<file path="config.mk">
export PLATFORM = sky130hd
export DESIGN_NAME = ft245_hsk_fifo_bridge
export DESIGN_NICKNAME = d
export VERILOG_FILES = /design/src/rtl/ft245_hsk_fifo_bridge_pkg.sv /design/src/rtl/ft245_hsk_fifo_bridge_fifo.sv /design/src/rtl/ft245_hsk_fifo_bridge.sv
export SDC_FILE = /design/constraint.sdc
export NUM_CORES = 1
export LEC_CHECK = 0
export ABC_AREA = 0
export CAP_MARGIN = 20
export CORE_ASPECT_RATIO = 1.5
export CORE_MARGIN = 8
export CORE_UTILIZATION = 40
export CTS_CLUSTER_SIZE = 20
export DETAILED_ROUTE_END_ITERATION = 8
export GPL_ROUTABILITY_DRIVEN = 0
export PLACE_DENSITY = 0.61
export SYNTH_ARGS = -nofsm -noshare
export SYNTH_HDL_FRONTEND = slang
export SYNTH_SLANG_ARGS = --single-unit
</file>
<file path="constraint.sdc">
create_clock -name in_clk -period 4.49 [get_ports in_clk]
set_input_delay 1.347 -clock in_clk [delete_from_list [all_inputs] [get_ports in_clk]]
set_output_delay 1.347 -clock in_clk [all_outputs]
set_load 0.005 [all_outputs]
</file>
<file path="src/rtl/ft245_hsk_fifo_bridge_pkg.sv">
// Shared definitions for the FT245 handshake-to-FIFO bridge:
// data width and the RX/TX interlock state encodings.
package ft245_hsk_fifo_bridge_pkg;

    localparam int BYTE_W = 8;

    typedef enum logic {
        RX_IDLE,
        RX_ACK
    } rx_state_t;

    typedef enum logic [1:0] {
        TX_IDLE,
        TX_REQ,
        TX_WAIT
    } tx_state_t;

endpackage

</file>
<file path="src/rtl/ft245_hsk_fifo_bridge_fifo.sv">
// First-word-fall-through synchronous FIFO with occupancy count.
// The head reads as zero while empty so the output is defined from reset.
module fpga_io_sync_fifo #(
    parameter int DEPTH_LOG2 = 4,
    parameter int WIDTH      = 8
) (
    input  logic                  clk,
    input  logic                  rst_n,
    input  logic                  push,
    input  logic [WIDTH-1:0]      push_data,
    input  logic                  pop,
    output logic [WIDTH-1:0]      head,
    output logic [DEPTH_LOG2:0]   count,
    output logic                  full,
    output logic                  empty
);

    localparam int DEPTH = 1 << DEPTH_LOG2;

    logic [WIDTH-1:0]      mem [DEPTH];
    logic [DEPTH_LOG2-1:0] wr_ptr;
    logic [DEPTH_LOG2-1:0] rd_ptr;
    logic                  push_ok;
    logic                  pop_ok;

    assign full    = count[DEPTH_LOG2];
    assign empty   = (count == '0);
    assign push_ok = push & ~full;
    assign pop_ok  = pop & ~empty;
    assign head    = empty ? '0 : mem[rd_ptr];

    always_ff @(posedge clk) begin
        if (push_ok) begin
            mem[wr_ptr] <= push_data;
        end
    end

    always_ff @(posedge clk or negedge rst_n) begin
        if (!rst_n) begin
            wr_ptr <= '0;
            rd_ptr <= '0;
            count  <= '0;
        end else begin
            if (push_ok) begin
                wr_ptr <= wr_ptr + DEPTH_LOG2'(1);
            end
            if (pop_ok) begin
                rd_ptr <= rd_ptr + DEPTH_LOG2'(1);
            end
            case ({push_ok, pop_ok})
                2'b10:   count <= count + (DEPTH_LOG2 + 1)'(1);
                2'b01:   count <= count - (DEPTH_LOG2 + 1)'(1);
                default: count <= count;
            endcase
        end
    end

endmodule

</file>
<file path="src/rtl/ft245_hsk_fifo_bridge.sv">
// Bridges the FT245 controller's four-phase RX/TX req/ack interlocks onto
// two independent valid/ready byte FIFOs; all handshake outputs are registered.
module ft245_hsk_fifo_bridge
    import ft245_hsk_fifo_bridge_pkg::*;
#(
    parameter int DEPTH_LOG2 = 4
) (
    input  logic                  in_clk,
    input  logic                  in_rst_n,
    input  logic                  in_rx_hsk_req,
    input  logic [7:0]            in_rx_data,
    output logic                  out_rx_hsk_ack,
    output logic                  out_rx_en,
    output logic                  out_tx_hsk_req,
    output logic [7:0]            out_tx_data,
    input  logic                  in_tx_hsk_ack,
    output logic                  out_rx_valid,
    output logic [7:0]            out_rx_byte,
    input  logic                  in_rx_ready,
    input  logic                  in_tx_valid,
    input  logic [7:0]            in_tx_byte,
    output logic                  out_tx_ready,
    output logic [DEPTH_LOG2:0]   out_rx_count,
    output logic [DEPTH_LOG2:0]   out_tx_count
);

    localparam logic [DEPTH_LOG2:0] DEPTH_C = (DEPTH_LOG2 + 1)'(1 << DEPTH_LOG2);

    rx_state_t             rx_state, rx_state_d;
    tx_state_t             tx_state, tx_state_d;
    logic                  rx_ack_d;
    logic                  rx_en_d;
    logic                  rx_push;
    logic                  rx_pop;
    logic                  rx_full;
    logic                  rx_empty;
    logic [DEPTH_LOG2:0]   rx_count_next;
    logic                  tx_req_d;
    logic [BYTE_W-1:0]     tx_data_d;
    logic                  tx_pop;
    logic                  tx_full;
    logic                  tx_empty;
    logic [BYTE_W-1:0]     tx_head;

    fpga_io_sync_fifo #(.DEPTH_LOG2(DEPTH_LOG2), .WIDTH(BYTE_W)) u_rx_fifo (
        .clk       (in_clk),
        .rst_n     (in_rst_n),
        .push      (rx_push),
        .push_data (in_rx_data),
        .pop       (rx_pop),
        .head      (out_rx_byte),
        .count     (out_rx_count),
        .full      (rx_full),
        .empty     (rx_empty)
    );

    fpga_io_sync_fifo #(.DEPTH_LOG2(DEPTH_LOG2), .WIDTH(BYTE_W)) u_tx_fifo (
        .clk       (in_clk),
        .rst_n     (in_rst_n),
        .push      (in_tx_valid),
        .push_data (in_tx_byte),
        .pop       (tx_pop),
        .head      (tx_head),
        .count     (out_tx_count),
        .full      (tx_full),
        .empty     (tx_empty)
    );

    assign out_rx_valid = ~rx_empty;
    assign out_tx_ready = ~tx_full;
    assign rx_pop       = in_rx_ready & ~rx_empty;

    // rx_en is derived from next-cycle occupancy/state so it never reads high
    // while a byte is being acknowledged or the FIFO has just filled.
    assign rx_count_next = out_rx_count
                         + (DEPTH_LOG2 + 1)'(rx_push & ~rx_full)
                         - (DEPTH_LOG2 + 1)'(rx_pop);
    assign rx_en_d = (rx_count_next < DEPTH_C) && (rx_state_d == RX_IDLE);

    always_comb begin
        rx_state_d = rx_state;
        rx_ack_d   = out_rx_hsk_ack;
        rx_push    = 1'b0;
        case (rx_state)
            RX_IDLE: begin
                if (in_rx_hsk_req) begin
                    rx_push    = 1'b1;
                    rx_ack_d   = 1'b1;
                    rx_state_d = RX_ACK;
                end
            end
            RX_ACK: begin
                if (!in_rx_hsk_req) begin
                    rx_ack_d   = 1'b0;
                    rx_state_d = RX_IDLE;
                end
            end
            default: begin
                rx_ack_d   = 1'b0;
                rx_state_d = RX_IDLE;
            end
        endcase
    end

    always_comb begin
        tx_state_d = tx_state;
        tx_req_d   = out_tx_hsk_req;
        tx_data_d  = out_tx_data;
        tx_pop     = 1'b0;
        case (tx_state)
            TX_IDLE: begin
                if (!tx_empty) begin
                    tx_req_d   = 1'b1;
                    tx_data_d  = tx_head;
                    tx_state_d = TX_REQ;
                end
            end
            TX_REQ: begin
                if (in_tx_hsk_ack) begin
                    tx_req_d   = 1'b0;
                    tx_pop     = 1'b1;
                    tx_state_d = TX_WAIT;
                end
            end
            TX_WAIT: begin
                if (!in_tx_hsk_ack) begin
                    tx_state_d = TX_IDLE;
                end
            end
            default: begin
                tx_req_d   = 1'b0;
                tx_state_d = TX_IDLE;
            end
        endcase
    end

    always_ff @(posedge in_clk or negedge in_rst_n) begin
        if (!in_rst_n) begin
            rx_state       <= RX_IDLE;
            out_rx_hsk_ack <= 1'b0;
            out_rx_en      <= 1'b0;
            tx_state       <= TX_IDLE;
            out_tx_hsk_req <= 1'b0;
            out_tx_data    <= '0;
        end else begin
            rx_state       <= rx_state_d;
            out_rx_hsk_ack <= rx_ack_d;
            out_rx_en      <= rx_en_d;
            tx_state       <= tx_state_d;
            out_tx_hsk_req <= tx_req_d;
            out_tx_data    <= tx_data_d;
        end
    end

    always_ff @(posedge in_clk) begin
        if (in_rst_n && rx_push) begin
            assert (!rx_full) else $error("RX push into full FIFO");
        end
    end

endmodule
</file>
# Word-level counts from Yosys, hierarchy flattened
# Memory sizes are Yosys's and may differ from the RTL's. A register that Yosys moved wholly into a read port is not among the register bits.
# Cells that the tools add are included.
dict set report totals {
  output_inout_bits 31
  n_memories 2
  inputBits 22
  wordCells 81
  ram_bits 256
  ff_bits 32
}
# name words word_bits read_ports rd_clocked_by_memory_dff write_ports line
set mem_list {}
lappend mem_list {u_rx_fifo.mem 16 8 1 0 1 ft245_hsk_fifo_bridge_fifo.sv:20} ;# logic [WIDTH-1:0] mem [DEPTH];
lappend mem_list {u_tx_fifo.mem 16 8 1 1 1 ft245_hsk_fifo_bridge_fifo.sv:20}
dict set report classes {
  n_reduce_logical 11
  muxes 21
  order_cmp 1
  bitwise 14
  n_eq_ne 11
  n_addsub 10
}
# op count
set ops {}
lappend ops {{5-bit one-hot mux with 2 select lines} 2}
lappend ops {{4-bit by 1-bit adder with 4-bit output, second input constant} 4}
lappend ops {{1-bit two-way mux} 12}
lappend ops {{5-bit by 1-bit adder with 5-bit output, second input constant} 2}
lappend ops {{5-bit zero test} 2}
lappend ops {{2-bit != test, second input constant} 5}
lappend ops {{5-bit by 1-bit subtractor with 5-bit output, second input constant} 2}
lappend ops {{8-bit two-way mux} 1}
lappend ops {{1-bit inverter} 7}
lappend ops {{2-bit by 1-bit == test with 1-bit output, second input constant} 3}
lappend ops {{2-bit == test, second input constant} 3}
lappend ops {{2-bit two-way mux} 3}
lappend ops {{2-bit one-hot mux with 3 select lines} 1}
lappend ops {{3-bit AND reduction} 2}
lappend ops {{5-bit adder} 1}
lappend ops {{1-bit AND} 5}
lappend ops {{1-bit by 5-bit AND with 5-bit output} 1}
lappend ops {{5-bit less-than comparator, second input constant} 1}
lappend ops {{1-bit inverter with 5-bit output} 1}
lappend ops {{5-bit by 1-bit subtractor with 5-bit output} 1}
lappend ops {{2-bit AND reduction} 2}
lappend ops {{2-bit nonzero test} 2}
lappend ops {{1-bit one-hot mux with 3 select lines} 1}
lappend ops {{2-bit zero test} 1}
lappend ops {{other kinds (3)} 3}

# Depth between registers and ports, before layout
dict set report logic_depth {
  word_depth 7
  depth_mapped 12
}

# Cells and area by module
# From an unflattened synthesis, not the netlist that was laid out.
dict set report hier_totals {
  hier_cells 664
  area_unflattened_um2 12429.4
}
# mod n_inst area_each_um2 cells_per_inst
set modules_own_cells {}
lappend modules_own_cells {{fpga_io_sync_fifo at u_rx_fifo} 1 5871.9 297}
lappend modules_own_cells {{fpga_io_sync_fifo at u_tx_fifo} 1 5870.6 309}
lappend modules_own_cells {ft245_hsk_fifo_bridge 1 686.9 58}

# Least setup slack after synthesis
# OpenSTA, ideal clock, no wires.
dict set report synth_path {
  path_kind {input -> register}
  start {in in_rx_hsk_req}
  end {reg u_rx_fifo.count[4]}
  cell_stages 10
  arrival_ns 3.260
  slack_ns 1.150
  cell_sequence {ha_1 -> nor2b_1 -> clkbuf_1 -> inv_1 -> ha_1 -> fa_1 -> a21o_1 -> a21oi_1 -> mux2i_1 -> xnor2_1}
}
dict set report synth_via {
  elab_chain_cells 5
}
# element line
set synth_lines {}
lappend synth_lines {{from (decl)} ft245_hsk_fifo_bridge.sv:10} ;# input logic in_rx_hsk_req,
lappend synth_lines {{1-bit two-way mux *} ft245_hsk_fifo_bridge.sv:86} ;# if (in_rx_hsk_req) begin
lappend synth_lines {{1-bit two-way mux *} ft245_hsk_fifo_bridge.sv:84} ;# case (rx_state)
lappend synth_lines {{1-bit AND *} ft245_hsk_fifo_bridge_fifo.sv:28} ;# assign push_ok = push & ~full;
lappend synth_lines {{2-bit by 1-bit == test with 1-bit output or 2-bit == test (tied branches)} ft245_hsk_fifo_bridge_fifo.sv:50} ;# case ({push_ok, pop_ok})
lappend synth_lines {{5-bit one-hot mux with 2 select lines or 2-bit nonzero test (tied branches)} --}
lappend synth_lines {{to (signal assigned)} ft245_hsk_fifo_bridge_fifo.sv:51} ;# 2'b10: count <= count + (DEPTH_LOG2 + 1)'(1);
lappend synth_lines {{to (signal assigned)} ft245_hsk_fifo_bridge_fifo.sv:52} ;# 2'b01: count <= count - (DEPTH_LOG2 + 1)'(1);
lappend synth_lines {{to (signal assigned)} ft245_hsk_fifo_bridge_fifo.sv:53} ;# default: count <= count;
lappend synth_lines {{to (decl)} ft245_hsk_fifo_bridge_fifo.sv:13} ;# output logic [DEPTH_LOG2:0] count,
# Mark *: on every way between the ends. The rest lies on a longest branch, timed or not.
# A chain may end at the register's enable or synchronous reset.

# Worst setup path in the final report
dict set report layout_path {
  start {reg u_rx_fifo.count[3]}
  end {out out_rx_byte[2]}
}
dict set report layout_via {
  elab_chain_cells 2
}
# element line
set layout_lines {}
lappend layout_lines {{5-bit zero test} ft245_hsk_fifo_bridge_fifo.sv:27} ;# assign empty = (count == '0);
lappend layout_lines {{8-bit two-way mux} ft245_hsk_fifo_bridge_fifo.sv:30} ;# assign head = empty ? '0 : mem[rd_ptr];
lappend layout_lines {{to (decl)} ft245_hsk_fifo_bridge.sv:18} ;# output logic [7:0] out_rx_byte,
# No other way between the ends.

==> qor.yml <==
die_h_um: 228.7
yosysSeqAreaShare_pct: 72.00
die_w_um: 157.8
multi_input_area_um2: 3134
cts_tree: "yes"
antenna_found_initial: 0
path_buf_inv: 2
fin_cells: 1111
worstSetupEndpointType: "primary output"
num_antenna_cells: 0
pwr_density_cell_nw_per_um2: 614.0
grt_usage_pct: 13.60
clk_pin_slew_ps: 60
cp_data_required_time_ps: 3140
dpl.hpwl_mm: 16.29
switching_share_pct: 29.48
post_cts_resized: 0
drc: 0
worstMarginPinSlew_ps: 908.3
grt-ovfl-total: 0
ff_latch_area_um2: 8691
yosysTopAreaCellShare_pct: 63.70
skew_ps: 28.71
syn_inst: 623
wl_per_cell_um: 21.64
p_clk_share_pct: 27.2
post_cts_buffers: 0
worstSetupPathType: "flop to primary output"
ant_nets: 0
switchingPower_mw: 2.533
wirelength_mm: 24.04
vias: 5820
period_minus_slack_ps: 4049
synth_area_leaders: "edfxtp_1 (64%), mux4_2 (8.6%), dfrtp_1 (8.3%)"
final-setup-viol-count: 0
crit_slowest_cell: "or4b_4"
io_pins: 53
grt_pass1_vias: 6402
cts_buffer_depth: 3
synthTopCellsByCount: "edfxtp_1 (256), mux4_2 (46), dfrtp_1 (40), ha_1 (24), o22ai_1 (24)"
via_per_inst: 5.239
grt_max_degree: 41
fillCellCount: 2529
synth-edff-count: 256
design.core.area_um2: 29960
start_util_pct: 40.28
drv_slew: 0
ys_types: 41
drtPass1Iterations: 4
worstHoldPathType: "flop to flop"
fin_setup_tns_ps: 0
cp_top_family: "simple AND/OR/NAND/NOR gates"
cts_made_buffers: 27
worstPathArrival_ps: 2700
fmax_ghz: 0.2470
die_area_um2: 36100
hold_buffers: 0
yosysTopAreaCell: "edfxtp_1"
synthesis.nets: 671
power_frac_seq_pct: 42.2
port_buffers: 52
nets: 739
grt_pass1_wl_mm: 37.49
rows: 78
cp_max_fo: 8
ys_seq_elements: 296
internal_power_mw: 6.059
cts_root_buffer: "clkbuf_16"
yosys_warnings: 0
yosysMostFrequentCell: "edfxtp_1"
leakagePower_nw: 4.788
htree_levels: 1
hold_viol: 0
area_delta_synth_final_pct: 15.96
ir_worst_vdd_mv: 0.3818
slowest_delay_ps: 500
rsz0062_at_grt: "false"
status: "finished clean"
cap_violations: 0
cts.sinks: 296
path_cells: "inv_1, ha_1, or4b_4, nand2b_1, o22ai_1, clkdlybuf4s50_1"
synth_flop_cell: "edfxtp_1"
crit_path_start_kind: "flop"
combPwrFrac_pct: 30.6
period_share_pct: 90.17
syn_area_per_cell_um2: 19.37
max-slew-margin-rel_pct: 39.45
async_reset_ff_share_pct: 13.51
drt-initial-drc-count: 229
clk_latency_ps: 540
drive_gt1_share_pct: 18.42
netlist_area_um2: 12070
place_inst: 1061
flip-flops by register name, summed over array words and instances (netlist names):
signal / cells
u_tx_fifo.mem: 128
u_tx_fifo.wr_ptr: 4
out_tx_data: 8
u_tx_fifo.count: 5
tx_state: 2
u_rx_fifo.rd_ptr: 4
u_rx_fifo.wr_ptr: 4
u_tx_fifo.rd_ptr: 4
out_tx_hsk_req: 1
rx_state: 1
u_rx_fifo.mem: 128
out_rx_hsk_ack: 1
out_rx_en: 1
u_rx_fifo.count: 5
path summary, 6_finish.rpt:
path                                       end  slack [ps]  depth (start not counted)               start
max reg2reg                 u_rx_fifo.count[4]        1380                         10  u_rx_fifo.count[3]
max in group asynchronous  u_tx_fifo.rd_ptr[0]        3200                          2            in_rst_n
min reg2reg                     out_rx_hsk_ack         480                          1            rx_state
min                             out_rx_hsk_ack         480                          1            rx_state
min in group asynchronous   u_rx_fifo.count[2]         780                          1            in_rst_n
max                             out_rx_byte[2]         440                          6  u_rx_fifo.count[3]
final cells by class:
type                    count  area share, %
multi-input cells         280          22.40
clock inverters             9         0.5901
repair buffers             71          4.882
flip-flops and latches    296          62.11
clock buffers              40          6.044
inverters                  15         0.4024
well taps                 400          3.577
through the flow:
stage               hold WS (ps)  instance area (um^2)  power, mW  utilization, %  setup WS (ps)
finish                     483.8                 13990      8.593           46.71          441.2
global placement           466.7                 13050      6.270           43.54          711.3
floorplan                  435.2                 12070      5.412               -           1150
global route               529.5                 13990      9.058           46.71          271.8
detailed placement         470.3                 13050      6.374           43.54          598.6
CTS                        490.3                 13970      8.725           46.64          380.6
per-layer routing:
layer / vias up / global-route usage (%) / part of all wire [%]
met1: 3054 / 14.88 / 36
li1: 2614 / - / -
met5: - / 0 / 0
met2: 115 / 26.05 / 58
met3: 37 / 2.082 / 4.1
met4: 0 / 4.000 / 2.3
kinds of logic after synthesis:
logic type,share of synthesized area (%)
flops,72.00
compound gates,2.862
buf+inv,2.032
mux,15.15
fa+ha+maj,2.820
xor+xnor,1.597
simple gates,3.546
placed cells by master (no fill, tap or decap), types with 6 or more instances in the layout:
cell,n
nor2_1,18
buf_4,17
a21oi_1,14
clkdlybuf4s50_1,51
dfrtp_1,38
inv_1,15
clkbuf_16,28
mux2i_1,18
ha_1,24
mux4_1,18
nand2_1,19
xnor2_1,17
and2_1,18
edfxtp_1,256
nor3_1,6
o22ai_1,24
mux4_2,46
o21ai_0,9
clkbuf_8,10
mux2_2,11
power by group through the flow:
stage	Combinational, mW	Clock [mW]	Sequential, mW
finish	2.63	2.34	3.62
global route	2.89	2.50	3.67
CTS	2.70	2.40	3.63
detailed placement	2.69	0	3.69
global placement	2.60	0	3.67
floorplan	1.90	0	3.51
Note: power is estimated with default switching activity, not from simulation.
